### config.mk
export PLATFORM = sky130hd
export DESIGN_NAME = lock_sequencer_flat
export DESIGN_NICKNAME = d
export VERILOG_FILES = /design/src/rtl/lock_pkg.sv /design/src/rtl/lock_sequencer_if.sv /design/src/rtl/key_sync_edge.sv /design/src/rtl/lock_sequencer.sv /design/src/flat_wrapper.sv
export SDC_FILE = /design/constraint.sdc
export NUM_CORES = 1
export LEC_CHECK = 0
export CAP_MARGIN = 20
export CORE_ASPECT_RATIO = 1.2
export CORE_MARGIN = 2
export CORE_UTILIZATION = 50
export DETAILED_ROUTE_END_ITERATION = 6
export GPL_ROUTABILITY_DRIVEN = 1
export PLACE_DENSITY = 0.69
export SYNTH_ARGS = -nofsm -noshare
export SYNTH_HDL_FRONTEND = slang
export SYNTH_SLANG_ARGS = --single-unit
### constraint.sdc
create_clock -name CLOCK_50 -period 2.3 [get_ports CLOCK_50]
set_input_delay 0.345 -clock CLOCK_50 [delete_from_list [all_inputs] [get_ports CLOCK_50]]
set_output_delay 0.345 -clock CLOCK_50 [all_outputs]
set_load 0.05 [all_outputs]
### src/rtl/lock_pkg.sv
// rtl/lock_pkg.sv - shared constants, state encoding and status decode for lock_sequencer
// Contents:
//   state_t       3-bit state encoding: IDLE=0 ENTRY=1 CHECK=2 OPEN=3 PROG=4 LOCKOUT=5
//   status_t      registered status flags driven onto the status outputs
//   LOCK_*        default parameter values, including the reset code
//   *_width()     width helpers derived from CODE_LEN / MAX_FAIL / LOCKOUT_CYCLES
package lock_pkg;

    localparam int LOCK_CODE_LEN       = 4;
    localparam int LOCK_DIGIT_W        = 4;
    localparam int LOCK_MAX_FAIL       = 3;
    localparam int LOCK_LOCKOUT_CYCLES = 50000000;
    // Digit 0 lives in the most significant nibble.
    localparam logic [LOCK_CODE_LEN*LOCK_DIGIT_W-1:0] LOCK_DEFAULT_CODE = 16'h9130;

    typedef enum logic [2:0] {
        S_IDLE    = 3'd0,
        S_ENTRY   = 3'd1,
        S_CHECK   = 3'd2,
        S_OPEN    = 3'd3,
        S_PROG    = 3'd4,
        S_LOCKOUT = 3'd5
    } state_t;

    typedef struct packed {
        logic unlocked;
        logic locked_out;
        logic prog_mode;
        logic armed;
    } status_t;

    function automatic int idx_width(input int code_len);
        return (code_len > 1) ? $clog2(code_len) : 1;
    endfunction

    function automatic int fail_width(input int max_fail);
        return $clog2(max_fail + 1);
    endfunction

    function automatic int timer_width(input int cycles);
        return (cycles > 1) ? $clog2(cycles) : 1;
    endfunction

    function automatic status_t status_of(input state_t s);
        status_t st;
        st            = '0;
        st.unlocked   = (s == S_OPEN) || (s == S_PROG);
        st.locked_out = (s == S_LOCKOUT);
        st.prog_mode  = (s == S_PROG);
        st.armed      = (s == S_ENTRY);
        return st;
    endfunction

endpackage

### src/rtl/lock_sequencer_if.sv
// rtl/lock_sequencer_if.sv - switch/button inputs and status outputs of lock_sequencer
// Signals:
//   SW, KEY_ENTER, KEY_PROG          board inputs (raw, asynchronous buttons)
//   unlocked, locked_out, prog_mode  status flags
//   armed, digit_idx, fail_cnt       entry progress and failure count
//   state_o                          state encoding for LED debug
// Modports: master drives the board inputs, slave is the sequencer.
interface lock_sequencer_if #(
    parameter int CODE_LEN = 4,
    parameter int DIGIT_W  = 4,
    parameter int MAX_FAIL = 3
);
    import lock_pkg::*;

    localparam int IDX_W  = idx_width(CODE_LEN);
    localparam int FAIL_W = fail_width(MAX_FAIL);

    logic [DIGIT_W-1:0] SW;
    logic               KEY_ENTER;
    logic               KEY_PROG;
    logic               unlocked;
    logic               locked_out;
    logic               prog_mode;
    logic               armed;
    logic [IDX_W-1:0]   digit_idx;
    logic [FAIL_W-1:0]  fail_cnt;
    logic [2:0]         state_o;

    modport master (
        output SW, KEY_ENTER, KEY_PROG,
        input  unlocked, locked_out, prog_mode, armed, digit_idx, fail_cnt, state_o
    );

    modport slave (
        input  SW, KEY_ENTER, KEY_PROG,
        output unlocked, locked_out, prog_mode, armed, digit_idx, fail_cnt, state_o
    );

endinterface

### src/rtl/key_sync_edge.sv
// rtl/key_sync_edge.sv - 2-FF synchronizer and rising-edge detector for a raw push button
// Ports:
//   clk      in   system clock
//   rst_n    in   asynchronous active-low reset
//   key_raw  in   raw active-high button, asynchronous to clk
//   strobe   out  one-cycle pulse, high 3 clocks after the raw rising edge
module key_sync_edge (
    input  logic clk,
    input  logic rst_n,
    input  logic key_raw,
    output logic strobe
);
    // sync[1:0] is the synchronizer; sync[2] is the previous synchronized
    // level for edge detection. The strobe is registered so a press lands
    // exactly three clocks after the raw edge and a held key pulses once.
    logic [2:0] sync;

    always_ff @(posedge clk or negedge rst_n) begin
        if (!rst_n) begin
            sync   <= '0;
            strobe <= 1'b0;
        end else begin
            sync   <= {sync[1:0], key_raw};
            strobe <= sync[1] & ~sync[2];
        end
    end

endmodule

### src/rtl/lock_sequencer.sv
// rtl/lock_sequencer.sv - code-entry sequencer for the switch combination lock
// Ports:
//   CLOCK_50  in  system clock, 50 MHz
//   RESET_N   in  asynchronous active-low reset
//   bus       slave modport of lock_sequencer_if (SW, KEY_ENTER, KEY_PROG in;
//             unlocked, locked_out, prog_mode, armed, digit_idx, fail_cnt, state_o out)
// The code is entered as a leading 0 (arm) followed by CODE_LEN digits, each
// latched from SW on an enter press. MAX_FAIL consecutive failures lock the
// sequencer out for LOCKOUT_CYCLES cycles. While open, the code can be
// reprogrammed through a shadow register that only commits on the last digit.
module lock_sequencer
    import lock_pkg::*;
#(
    parameter int                             CODE_LEN       = LOCK_CODE_LEN,
    parameter int                             DIGIT_W        = LOCK_DIGIT_W,
    parameter int                             MAX_FAIL       = LOCK_MAX_FAIL,
    parameter int                             LOCKOUT_CYCLES = LOCK_LOCKOUT_CYCLES,
    parameter logic [CODE_LEN*DIGIT_W-1:0]    DEFAULT_CODE   = LOCK_DEFAULT_CODE
) (
    input  logic             CLOCK_50,
    input  logic             RESET_N,
    lock_sequencer_if.slave  bus
);

    localparam int IDX_W   = idx_width(CODE_LEN);
    localparam int FAIL_W  = fail_width(MAX_FAIL);
    localparam int TIMER_W = timer_width(LOCKOUT_CYCLES);
    localparam int CODE_W  = CODE_LEN * DIGIT_W;

    logic enter_stb;
    logic prog_stb;

    key_sync_edge u_enter_sync (
        .clk     (CLOCK_50),
        .rst_n   (RESET_N),
        .key_raw (bus.KEY_ENTER),
        .strobe  (enter_stb)
    );

    key_sync_edge u_prog_sync (
        .clk     (CLOCK_50),
        .rst_n   (RESET_N),
        .key_raw (bus.KEY_PROG),
        .strobe  (prog_stb)
    );

    state_t              state;
    status_t             status;
    logic [CODE_W-1:0]   code;
    logic [DIGIT_W-1:0]  shadow [CODE_LEN];
    logic [IDX_W-1:0]    digit_idx;
    logic [FAIL_W-1:0]   fail_cnt;
    logic                mismatch;
    logic [TIMER_W-1:0]  timer;

    logic [DIGIT_W-1:0]  cur_digit;
    logic [CODE_W-1:0]   shadow_commit;
    logic [FAIL_W-1:0]   fail_inc;
    logic                sw_zero;
    logic                last_digit;

    always_comb begin
        cur_digit = '0;
        for (int i = 0; i < CODE_LEN; i++) begin
            if (digit_idx == IDX_W'(i)) begin
                cur_digit = code[(CODE_LEN-1-i)*DIGIT_W +: DIGIT_W];
            end
        end
    end

    // Commit only happens on the last digit, so its value comes straight
    // from SW rather than from the shadow slot being written this cycle.
    always_comb begin
        shadow_commit = '0;
        for (int i = 0; i < CODE_LEN - 1; i++) begin
            shadow_commit[(CODE_LEN-1-i)*DIGIT_W +: DIGIT_W] = shadow[i];
        end
        shadow_commit[DIGIT_W-1:0] = bus.SW;
    end

    assign fail_inc   = (fail_cnt == FAIL_W'(MAX_FAIL)) ? fail_cnt : fail_cnt + FAIL_W'(1);
    assign sw_zero    = (bus.SW == '0);
    assign last_digit = (digit_idx == IDX_W'(CODE_LEN - 1));

    always_ff @(posedge CLOCK_50 or negedge RESET_N) begin
        if (!RESET_N) begin
            state     <= S_IDLE;
            status    <= '0;
            code      <= DEFAULT_CODE;
            digit_idx <= '0;
            fail_cnt  <= '0;
            mismatch  <= 1'b0;
            timer     <= '0;
            for (int i = 0; i < CODE_LEN; i++) begin
                shadow[i] <= '0;
            end
        end else begin
            case (state)
                S_IDLE: begin
                    if (enter_stb && sw_zero) begin
                        state     <= S_ENTRY;
                        status    <= status_of(S_ENTRY);
                        digit_idx <= '0;
                        mismatch  <= 1'b0;
                    end
                end

                // Every digit is collected before judging, so the time to
                // reject does not reveal which digit was wrong.
                S_ENTRY: begin
                    if (enter_stb) begin
                        if (bus.SW != cur_digit) begin
                            mismatch <= 1'b1;
                        end
                        if (last_digit) begin
                            state  <= S_CHECK;
                            status <= status_of(S_CHECK);
                        end else begin
                            digit_idx <= digit_idx + IDX_W'(1);
                        end
                    end
                end

                S_CHECK: begin
                    if (!mismatch) begin
                        state    <= S_OPEN;
                        status   <= status_of(S_OPEN);
                        fail_cnt <= '0;
                    end else begin
                        fail_cnt <= fail_inc;
                        if (fail_inc == FAIL_W'(MAX_FAIL)) begin
                            state  <= S_LOCKOUT;
                            status <= status_of(S_LOCKOUT);
                            timer  <= TIMER_W'(LOCKOUT_CYCLES - 1);
                        end else begin
                            state  <= S_IDLE;
                            status <= status_of(S_IDLE);
                        end
                    end
                end

                // Program has priority so a simultaneous press never relocks.
                S_OPEN: begin
                    if (prog_stb) begin
                        state     <= S_PROG;
                        status    <= status_of(S_PROG);
                        digit_idx <= '0;
                    end else if (enter_stb && sw_zero) begin
                        state  <= S_IDLE;
                        status <= status_of(S_IDLE);
                    end
                end

                // A prog press aborts; the shadow is simply left unused.
                S_PROG: begin
                    if (prog_stb) begin
                        state  <= S_OPEN;
                        status <= status_of(S_OPEN);
                    end else if (enter_stb) begin
                        shadow[digit_idx] <= bus.SW;
                        if (last_digit) begin
                            code   <= shadow_commit;
                            state  <= S_OPEN;
                            status <= status_of(S_OPEN);
                        end else begin
                            digit_idx <= digit_idx + IDX_W'(1);
                        end
                    end
                end

                // Timer is loaded with LOCKOUT_CYCLES-1 and the exit happens
                // on the cycle it reads 0, giving exactly LOCKOUT_CYCLES here.
                S_LOCKOUT: begin
                    if (timer == '0) begin
                        state    <= S_IDLE;
                        status   <= status_of(S_IDLE);
                        fail_cnt <= '0;
                    end else begin
                        timer <= timer - TIMER_W'(1);
                    end
                end

                default: begin
                    state  <= S_IDLE;
                    status <= '0;
                end
            endcase
        end
    end

    assign bus.unlocked   = status.unlocked;
    assign bus.locked_out = status.locked_out;
    assign bus.prog_mode  = status.prog_mode;
    assign bus.armed      = status.armed;
    assign bus.digit_idx  = digit_idx;
    assign bus.fail_cnt   = fail_cnt;
    assign bus.state_o    = state;

endmodule

### src/flat_wrapper.sv
// flat-port wrapper written by rule: the top's interface ports become plain ports
module lock_sequencer_flat import lock_pkg::*;
#(
    parameter int                             CODE_LEN       = LOCK_CODE_LEN,
    parameter int                             DIGIT_W        = LOCK_DIGIT_W,
    parameter int                             MAX_FAIL       = LOCK_MAX_FAIL,
    parameter int                             LOCKOUT_CYCLES = LOCK_LOCKOUT_CYCLES,
    parameter logic [CODE_LEN*DIGIT_W-1:0]    DEFAULT_CODE   = LOCK_DEFAULT_CODE
)
  (CLOCK_50, RESET_N, bus_SW, bus_KEY_ENTER, bus_KEY_PROG, bus_unlocked, bus_locked_out, bus_prog_mode, bus_armed, bus_digit_idx, bus_fail_cnt, bus_state_o);
  lock_sequencer_if #(.CODE_LEN(CODE_LEN), .DIGIT_W(DIGIT_W), .MAX_FAIL(MAX_FAIL)) bus_i ();
  input  logic CLOCK_50;
  input  logic RESET_N;
  input wire logic [$bits(bus_i.SW)-1:0] bus_SW;
  input wire logic [$bits(bus_i.KEY_ENTER)-1:0] bus_KEY_ENTER;
  input wire logic [$bits(bus_i.KEY_PROG)-1:0] bus_KEY_PROG;
  output wire logic [$bits(bus_i.unlocked)-1:0] bus_unlocked;
  output wire logic [$bits(bus_i.locked_out)-1:0] bus_locked_out;
  output wire logic [$bits(bus_i.prog_mode)-1:0] bus_prog_mode;
  output wire logic [$bits(bus_i.armed)-1:0] bus_armed;
  output wire logic [$bits(bus_i.digit_idx)-1:0] bus_digit_idx;
  output wire logic [$bits(bus_i.fail_cnt)-1:0] bus_fail_cnt;
  output wire logic [$bits(bus_i.state_o)-1:0] bus_state_o;
  assign bus_i.SW = bus_SW;
  assign bus_i.KEY_ENTER = bus_KEY_ENTER;
  assign bus_i.KEY_PROG = bus_KEY_PROG;
  assign bus_unlocked = bus_i.unlocked;
  assign bus_locked_out = bus_i.locked_out;
  assign bus_prog_mode = bus_i.prog_mode;
  assign bus_armed = bus_i.armed;
  assign bus_digit_idx = bus_i.digit_idx;
  assign bus_fail_cnt = bus_i.fail_cnt;
  assign bus_state_o = bus_i.state_o;
  lock_sequencer #(.CODE_LEN(CODE_LEN), .DIGIT_W(DIGIT_W), .MAX_FAIL(MAX_FAIL), .LOCKOUT_CYCLES(LOCKOUT_CYCLES), .DEFAULT_CODE(DEFAULT_CODE)) u_core (.CLOCK_50(CLOCK_50), .RESET_N(RESET_N), .bus(bus_i));
endmodule
# Yosys cells after proc, flatten, opt, wreduce, memory -nomap -nowiden
# Cells that the tools add are included.
# Widths: inputs -> output; s select.
[word_totals] reg_bits=78 latchBits=0 ram_bits=0 mem_bits_ro=0 inputBits=8 out_inout_bits=11 wordCells=118 n_memories=0
[classes] addsub=3 n_mul=0 n_div=0 n_lt_le_gt_ge=2 eq_ne=24 n_shift=0 n_mux=49 bitwise_logic=6 reduce_logical=16
[ops] operator="$mux 26" count=3
[ops] operator="$mux 4" count=15
[ops] operator="$pmux 26 s2" count=1
[ops] operator="$mux 3" count=12
[ops] operator="$logic_not 26->1" count=1
[ops] operator="$sub 26x1->26 const B" count=1
[ops] operator="$pmux 4 s6" count=1
[ops] operator="$pmux 3 s6" count=1
[ops] operator="$bwmux 16" count=1
[ops] operator="$mux 2" count=8
[ops] operator="$reduce_and 4->1" count=4
[ops] operator="$ne 2x1->1 const B" count=6
[ops] operator="$demux 4 s2" count=1
[ops] operator="$eq 2x2->1 const B" count=4
[ops] operator="$ne 2x2->1 const B" count=4
[ops] operator="$pmux 2 s4" count=1
[ops] operator="$reduce_and 7->1" count=1
[ops] operator="$eq 3x2->1 const B" count=2
[ops] operator="$eq 3x3->1 const B" count=2
[ops] operator="$ne 3x2->1 const B" count=2
[ops] operator="$add 2x1->2 const B" count=2
[ops] operator="$logic_not 4->1" count=1
[ops] operator="$ne 4x4->1" count=1
[ops] operator="$pmux 2 s2" count=1
[ops] operator="other kinds (17)" count=24

# Depth between registers and ports, before layout
[logic_depth] ltp_word=9 mapped_depth=9 depth_no_buf=8

# Cells and area by module
# From an unflattened synthesis, not the netlist that was laid out.
[hier_totals] cells_unflattened=311 area_unflattened_um2=3489.6
[by_module_without_submodules] mod="lock_sequencer" instances=1 cells_each=301 area_each_um2=3261.9 seq_area_each_um2=1657.8
[by_module_without_submodules] mod="key_sync_edge" instances=2 cells_each=5 area_each_um2=113.9 seq_area_each_um2=100.1

# Worst setup path after synthesis
# No wires, ideal clock.
[synth_timing] path_kind="flip-flop to flip-flop" from="register u_core.state[2] (netlist: u_core.bus.state_o[2])" to="register u_core.timer[5]" setup_time_ns=0.134 t_arrival_ns=2.249 required_time_ns=2.166 setup_slack_ns=-0.083 path_stages_with_launch=9 path_buffers=2 synth_period_minus_slack_ns=2.383 path_cell_list="dfrtp_1 clkbuf_1 nor2b_1 nand2_1 a31o_2 buf_2 or4_1 xor2_1 nand2_1"
[synth_between] elab_chain_cells=3 word_cells_on_any_way=8 cone_classes="eq/ne (5); mux (1); reduce/logical (2)"
[synth_rtl] item="from (decl)" line="lock_sequencer.sv:47" rtl="state_t state;"
[synth_rtl] item="from (signal assigned)" line="lock_sequencer.sv:87" rtl="state <= S_IDLE;"
[synth_rtl] item="from (signal assigned)" line="lock_sequencer.sv:101" rtl="state <= S_ENTRY;"
[synth_rtl] item="from (signal assigned)" line="lock_sequencer.sv:116" rtl="state <= S_CHECK;"
[synth_rtl] item="$eq 3x3->1 / $eq 3x2->1 (equally long branches)" line="lock_sequencer.sv:98" rtl="case (state)"
[synth_rtl] item="$ne 2x2->1 (no line) (tied with other cells)"
[synth_rtl] item="$reduce_and 4->1 (no line)"
[synth_rtl] item="to (signal assigned)" line="lock_sequencer.sv:134" rtl="timer <= TIMER_W'(LOCKOUT_CYCLES - 1);"
[synth_rtl] item="to (signal assigned)" line="lock_sequencer.sv:179" rtl="timer <= timer - TIMER_W'(1);"
[synth_rtl] item="to (decl)" line="lock_sequencer.sv:54" rtl="logic [TIMER_W-1:0] timer;"
# Several ways; a longest one is shown, not always the timed one.
# A chain may end at the register's enable or synchronous reset.

# Worst setup path in the final report
[layout_timing] from="register u_core.timer[6]" to="register u_core.timer[10]"
[layout_between] elab_chain_cells=3 word_cells_on_any_way=6 cone_classes="add/sub (1); eq/ne (1); mux (2); reduce/logical (2)"
[layout_rtl] item="$sub 26x1->26 / $logic_not 26->1 (equally long branches)" line="lock_sequencer.sv:179, lock_sequencer.sv:174"
[layout_rtl] item="$mux 26 / $ne 2x2->1 (equally long branches)"
[layout_rtl] item="$pmux 26 s2 / $reduce_and 4->1 (equally long branches)"
# Several ways; a longest one is shown, not always the timed one. The select of a mux whose other input is x is not followed.

==> impl_metrics.xml <==
<?xml version="1.0" encoding="UTF-8"?>
<metrics>
  <group name="setup_path">
    <metric name="cp_top_family" unit="">simple AND/OR/NAND/NOR gates</metric>
    <metric name="rr_startpoint" unit="">u_core.timer[6]$_DFFE_PN0P_</metric>
    <metric name="buffers_plus_inverters_on_the_worst_setup_path" unit="">0</metric>
    <metric name="crit-reg2reg-capture" unit="">u_core.timer[10]$_DFFE_PN0P_</metric>
    <metric name="cell_with_the_largest_stage_delay_on_the_worst_path" unit="">sky130_fd_sc_hd__or4_4</metric>
    <metric name="worst_path_cell_trace" unit="">or3_4 &gt; or4_4 &gt; or4_1 &gt; xor2_1 &gt; nor2_1</metric>
    <metric name="cp-end-kind" unit="">flip-flop</metric>
    <metric name="cp_data_required_time" unit="ns">2.57</metric>
    <metric name="r2r_setup_slack" unit="ns">0.11</metric>
    <metric name="startpoint_type" unit="">flip-flop</metric>
    <metric name="critPathMaxStageDelay" unit="ns">0.51</metric>
    <metric name="rr_worst_depth" unit="">5</metric>
    <metric name="worst-path-max-fanout" unit="">4</metric>
    <metric name="critPathArrivalTime" unit="ns">2.46</metric>
    <metric name="crit_start" unit="">u_core.timer[6]$_DFFE_PN0P_</metric>
    <metric name="worstSetupPathType" unit="">flip-flop to flip-flop</metric>
  </group>
  <group name="sta">
    <metric name="hold_viol" unit="">0</metric>
    <metric name="drv_slew" unit="">0</metric>
    <metric name="worst_slew_margin_rel" unit="%">38.7</metric>
    <metric name="final.setup.tns" unit="ns">0</metric>
    <metric name="skew" unit="ns">0.0116</metric>
    <metric name="period_needed" unit="ns">2.19</metric>
    <metric name="tightest_slew" unit="ns">0.920</metric>
    <metric name="total_of_endpoints_with_negative_setup_slack_in_the_final_report" unit="">0</metric>
    <metric name="tcrit_tclk_final" unit="%">95.1</metric>
    <metric name="max_freq" unit="MHz">457</metric>
  </group>
  <group name="status">
    <metric name="run_status" unit="">completed</metric>
  </group>
  <group name="detailed_routing">
    <metric name="first_iter_violations" unit="">173</metric>
    <metric name="routed_wirelength" unit="µm">7010</metric>
    <metric name="detail_route.first_pass.iterations" unit="">4</metric>
    <metric name="dr_wl_met3" unit="µm">205</metric>
    <metric name="detail_route.wl_per_cell" unit="µm">15.6</metric>
    <metric name="avgViaCountPerCell" unit="">5.68</metric>
    <metric name="dr_wl_met2" unit="µm">3620</metric>
    <metric name="vias" unit="">2556</metric>
    <metric name="final_antenna_net_count" unit="">0</metric>
    <metric name="detail_route.wirelength.met1" unit="µm">3080</metric>
    <metric name="top_layer_used_by_detailed_routing" unit="">met4</metric>
    <metric name="detail_route.drc_violations" unit="">0</metric>
  </group>
  <group name="clock_tree">
    <metric name="cts_made_buffers" unit="">9</metric>
    <metric name="number_of_sinks_driven_by_the_clock_tree" unit="">74</metric>
    <metric name="buffer_depth_of_the_longest_clock_path" unit="">2</metric>
    <metric name="worst_skew_late_latency" unit="ns">0.35</metric>
    <metric name="clk_root_buffer_cell" unit="">sky130_fd_sc_hd__clkbuf_8</metric>
    <metric name="cts_tree" unit="">done</metric>
    <metric name="ctsHtreeMaxLevel" unit="">3</metric>
    <metric name="clkSlewWorstSetupHoldPaths" unit="ns">0.09</metric>
  </group>
  <group name="yosys">
    <metric name="synth.largest_area_cell" unit="">sky130_fd_sc_hd__dfrtp_1</metric>
    <metric name="postSynthCellCount" unit="">323</metric>
    <metric name="post_synth_instance_area" unit="µm²">3530</metric>
    <metric name="synth_edf_count" unit="">0</metric>
    <metric name="synth.lib_cells_used.distinct" unit="">51</metric>
    <metric name="synthTopCellsByCount" unit="">sky130_fd_sc_hd__dfrtp_1 (69), sky130_fd_sc_hd__mux2_2 (29), sky130_fd_sc_hd__nand2_1 (28)</metric>
    <metric name="synth-warning-count" unit="">0</metric>
    <metric name="synth_fp_nets" unit="">336</metric>
    <metric name="synthesis.area_per_instance" unit="µm²">10.9</metric>
    <metric name="synth_most_common_cell" unit="">sky130_fd_sc_hd__dfrtp_1</metric>
    <metric name="synthArstFlopShare" unit="%">100</metric>
    <metric name="synth_top_cells_by_area" unit="">sky130_fd_sc_hd__dfrtp_1 (49%), sky130_fd_sc_hd__mux2_2 (9.3%), sky130_fd_sc_hd__dfstp_2 (3.7%), sky130_fd_sc_hd__nand2_1 (3.0%), sky130_fd_sc_hd__xor2_1 (2.7%)</metric>
    <metric name="sequential_cell_area_fraction_in_the_yosys_report" unit="%">52.6</metric>
    <metric name="yosys_most_used_dff" unit="">sky130_fd_sc_hd__dfrtp_1</metric>
    <metric name="synth_top_cell_area_share" unit="%">48.9</metric>
    <metric name="ys_seq_elements" unit="">74</metric>
  </group>
  <group name="global_routing">
    <metric name="number_of_antenna_violations_at_the_first_check_in_global_routing" unit="">0</metric>
    <metric name="maximum_number_of_pins_on_one_net_before_global_route_repair" unit="">75</metric>
    <metric name="grt_pass1_wl" unit="µm">11600</metric>
    <metric name="first_global_vias" unit="">2479</metric>
    <metric name="grtUsageTotal" unit="%">19.7</metric>
    <metric name="grt-ovfl-total" unit="">0</metric>
  </group>
  <group name="cells_and_area">
    <metric name="n_fill_cell" unit="">579</metric>
    <metric name="final_nets" unit="">371</metric>
    <metric name="layout.cells.non_filler" unit="">450</metric>
    <metric name="syn2layout_area_growth" unit="%">17.3</metric>
    <metric name="antenna_cells_inserted" unit="">0</metric>
    <metric name="final_layout_size_suffix_gt1_share" unit="%">24.2</metric>
  </group>
  <group name="job">
    <metric name="max_cap_viol_count" unit="">0</metric>
  </group>
  <group name="place">
    <metric name="io_buffer_count" unit="">18</metric>
    <metric name="placedCellCount" unit="">434</metric>
    <metric name="place_congestion" unit="">0.852</metric>
    <metric name="post-dp-hpwl" unit="µm">4700</metric>
  </group>
  <group name="floorplan">
    <metric name="design.core.area" unit="µm²">6850</metric>
    <metric name="initial_utilization" unit="%">51.5</metric>
    <metric name="die-area" unit="µm²">7750</metric>
    <metric name="fp-row-count" unit="">33</metric>
    <metric name="floorplan.die.height" unit="µm">96.0</metric>
    <metric name="die_w" unit="µm">80.7</metric>
    <metric name="num_io_pins" unit="">19</metric>
  </group>
  <group name="pwr">
    <metric name="internal_power" unit="µW">2870</metric>
    <metric name="relative_contribution_of_combinational_cells_to_total_power" unit="%">33.8</metric>
    <metric name="share_clk_of_total_power" unit="%">21.9</metric>
    <metric name="p_leak" unit="µW">0.00172</metric>
    <metric name="sw_frac_of_total" unit="%">38.2</metric>
    <metric name="irDropWorstVdd" unit="mV">0.528</metric>
    <metric name="power_switching" unit="µW">1770</metric>
    <metric name="power.sequential.fraction" unit="%">44.3</metric>
    <metric name="power_density" unit="nW/µm²">1120</metric>
  </group>
  <group name="worst_hold_path">
    <metric name="worst_hold_path_type" unit="">input port to asynchronous set/reset pin</metric>
  </group>
</metrics>
## layout by cell type, fill, tap and decap left out, drive strengths merged, types with 14 or more instances in the layout
| cell type | Yosys | routed |
|---|---|---|
| nor3 | 14 | 14 |
| nor2 | 14 | 14 |
| buf | 5 | 22 |
| a21oi | 16 | 16 |
| mux2 | 31 | 31 |
| dfrtp | 69 | 69 |
| clkdlybuf4s50 | 0 | 17 |
| nand2 | 28 | 28 |
## flip-flops by register name, indices dropped and copies added (netlist names), 2 cells and up
register	flops
u_core.bus.digit_idx	2
u_core.bus.fail_cnt	2
u_core.bus.state_o	3
u_core.code	16
u_core.shadow	12
u_core.timer	26
u_core.u_enter_sync.sync	3
u_core.u_prog_sync.sync	3
## power by group through the flow
stage	clock network [µW]	registers, µW	logic [µW]
finish	1020	2060	1570
global route	1110	2120	1740
CTS	1030	2030	1560
detailed placement	0	2050	1550
global placement	0	2030	1510
floorplan	0	2140	948
## logic make-up (layout without fill, tap and decap cells)
kind of cell	count (synthesis)	in the layout	share of synthesized area (%)
AOI/OAI and AO/OA	50	50	8.68
buffers and inverters	26	66	3.26
xor gates and xnor gates	19	19	4.71
and+or+nand+nor	116	116	18.5
adders and majority gates	5	5	1.77
DFF	74	74	52.6
muxes	33	33	10.5
## per-stage QoR
step                      worst slack [ns]  utilization (%)  area, µm²  power (µW)  hold WS (ns)
after floorplan                     0.0106                -       3530        3090        0.0494
after global placement              0.0144             56.9       3900        3550         0.336
after detailed placement           -0.0294             56.9       3900        3600         0.335
after CTS                           0.0160             59.8       4100        4630         0.159
after global routing               -0.0110             60.4       4140        4960         0.186
final                                0.112             60.4       4140        4650         0.114
## repair_timing
item                       CTS  global route
buffers inserted             0             0
resized for setup            0             7
hold buffers                 0             0
setup endpoints to repair    0            16
## how the worst max path moves through the flow
stage | end | slack [ns] | cells past startpoint
final | u_core.timer[10]$_DFFE_PN0P_ | 0.11 | 5
after global placement | u_core.bus.state_o[0]$_DFFE_PN0P_ | 0.01 | 8
after CTS | u_core.bus.state_o[0]$_DFFE_PN0P_ | 0.02 | 6
after floorplan | u_core.bus.state_o[0]$_DFFE_PN0P_ | 0.01 | 6
after detailed placement | u_core.bus.state_o[0]$_DFFE_PN0P_ | -0.03 | 8
after global routing | u_core.timer[22]$_DFFE_PN0P_ | -0.01 | 7
## metal layers
layer	global-route usage, %	vias up
met3	4.60	12
met1	24.0	1267
met2	33.5	43
met5	0	-
li1	-	1234
met4	8.33	0
## layout make-up
type	count	area, µm²	share of cell area (%)
sequential	74	1860	44.9
multi-input combinational	223	1600	38.5
timing repair buffer	39	335	8.10
clock buffer	9	124	2.99
tap	87	109	2.63
clock inverter	7	75.1	1.81
inverter	11	41.3	0.998
## worst register-to-register path: stages (launching register included)
cell and delay [ns]:
sky130_fd_sc_hd__dfrtp_1 0.41, sky130_fd_sc_hd__or3_4 0.43, sky130_fd_sc_hd__or4_4 0.51, sky130_fd_sc_hd__or4_1 0.50, sky130_fd_sc_hd__xor2_1 0.16, sky130_fd_sc_hd__nor2_1 0.11
(Power assumes the default switching activity.)
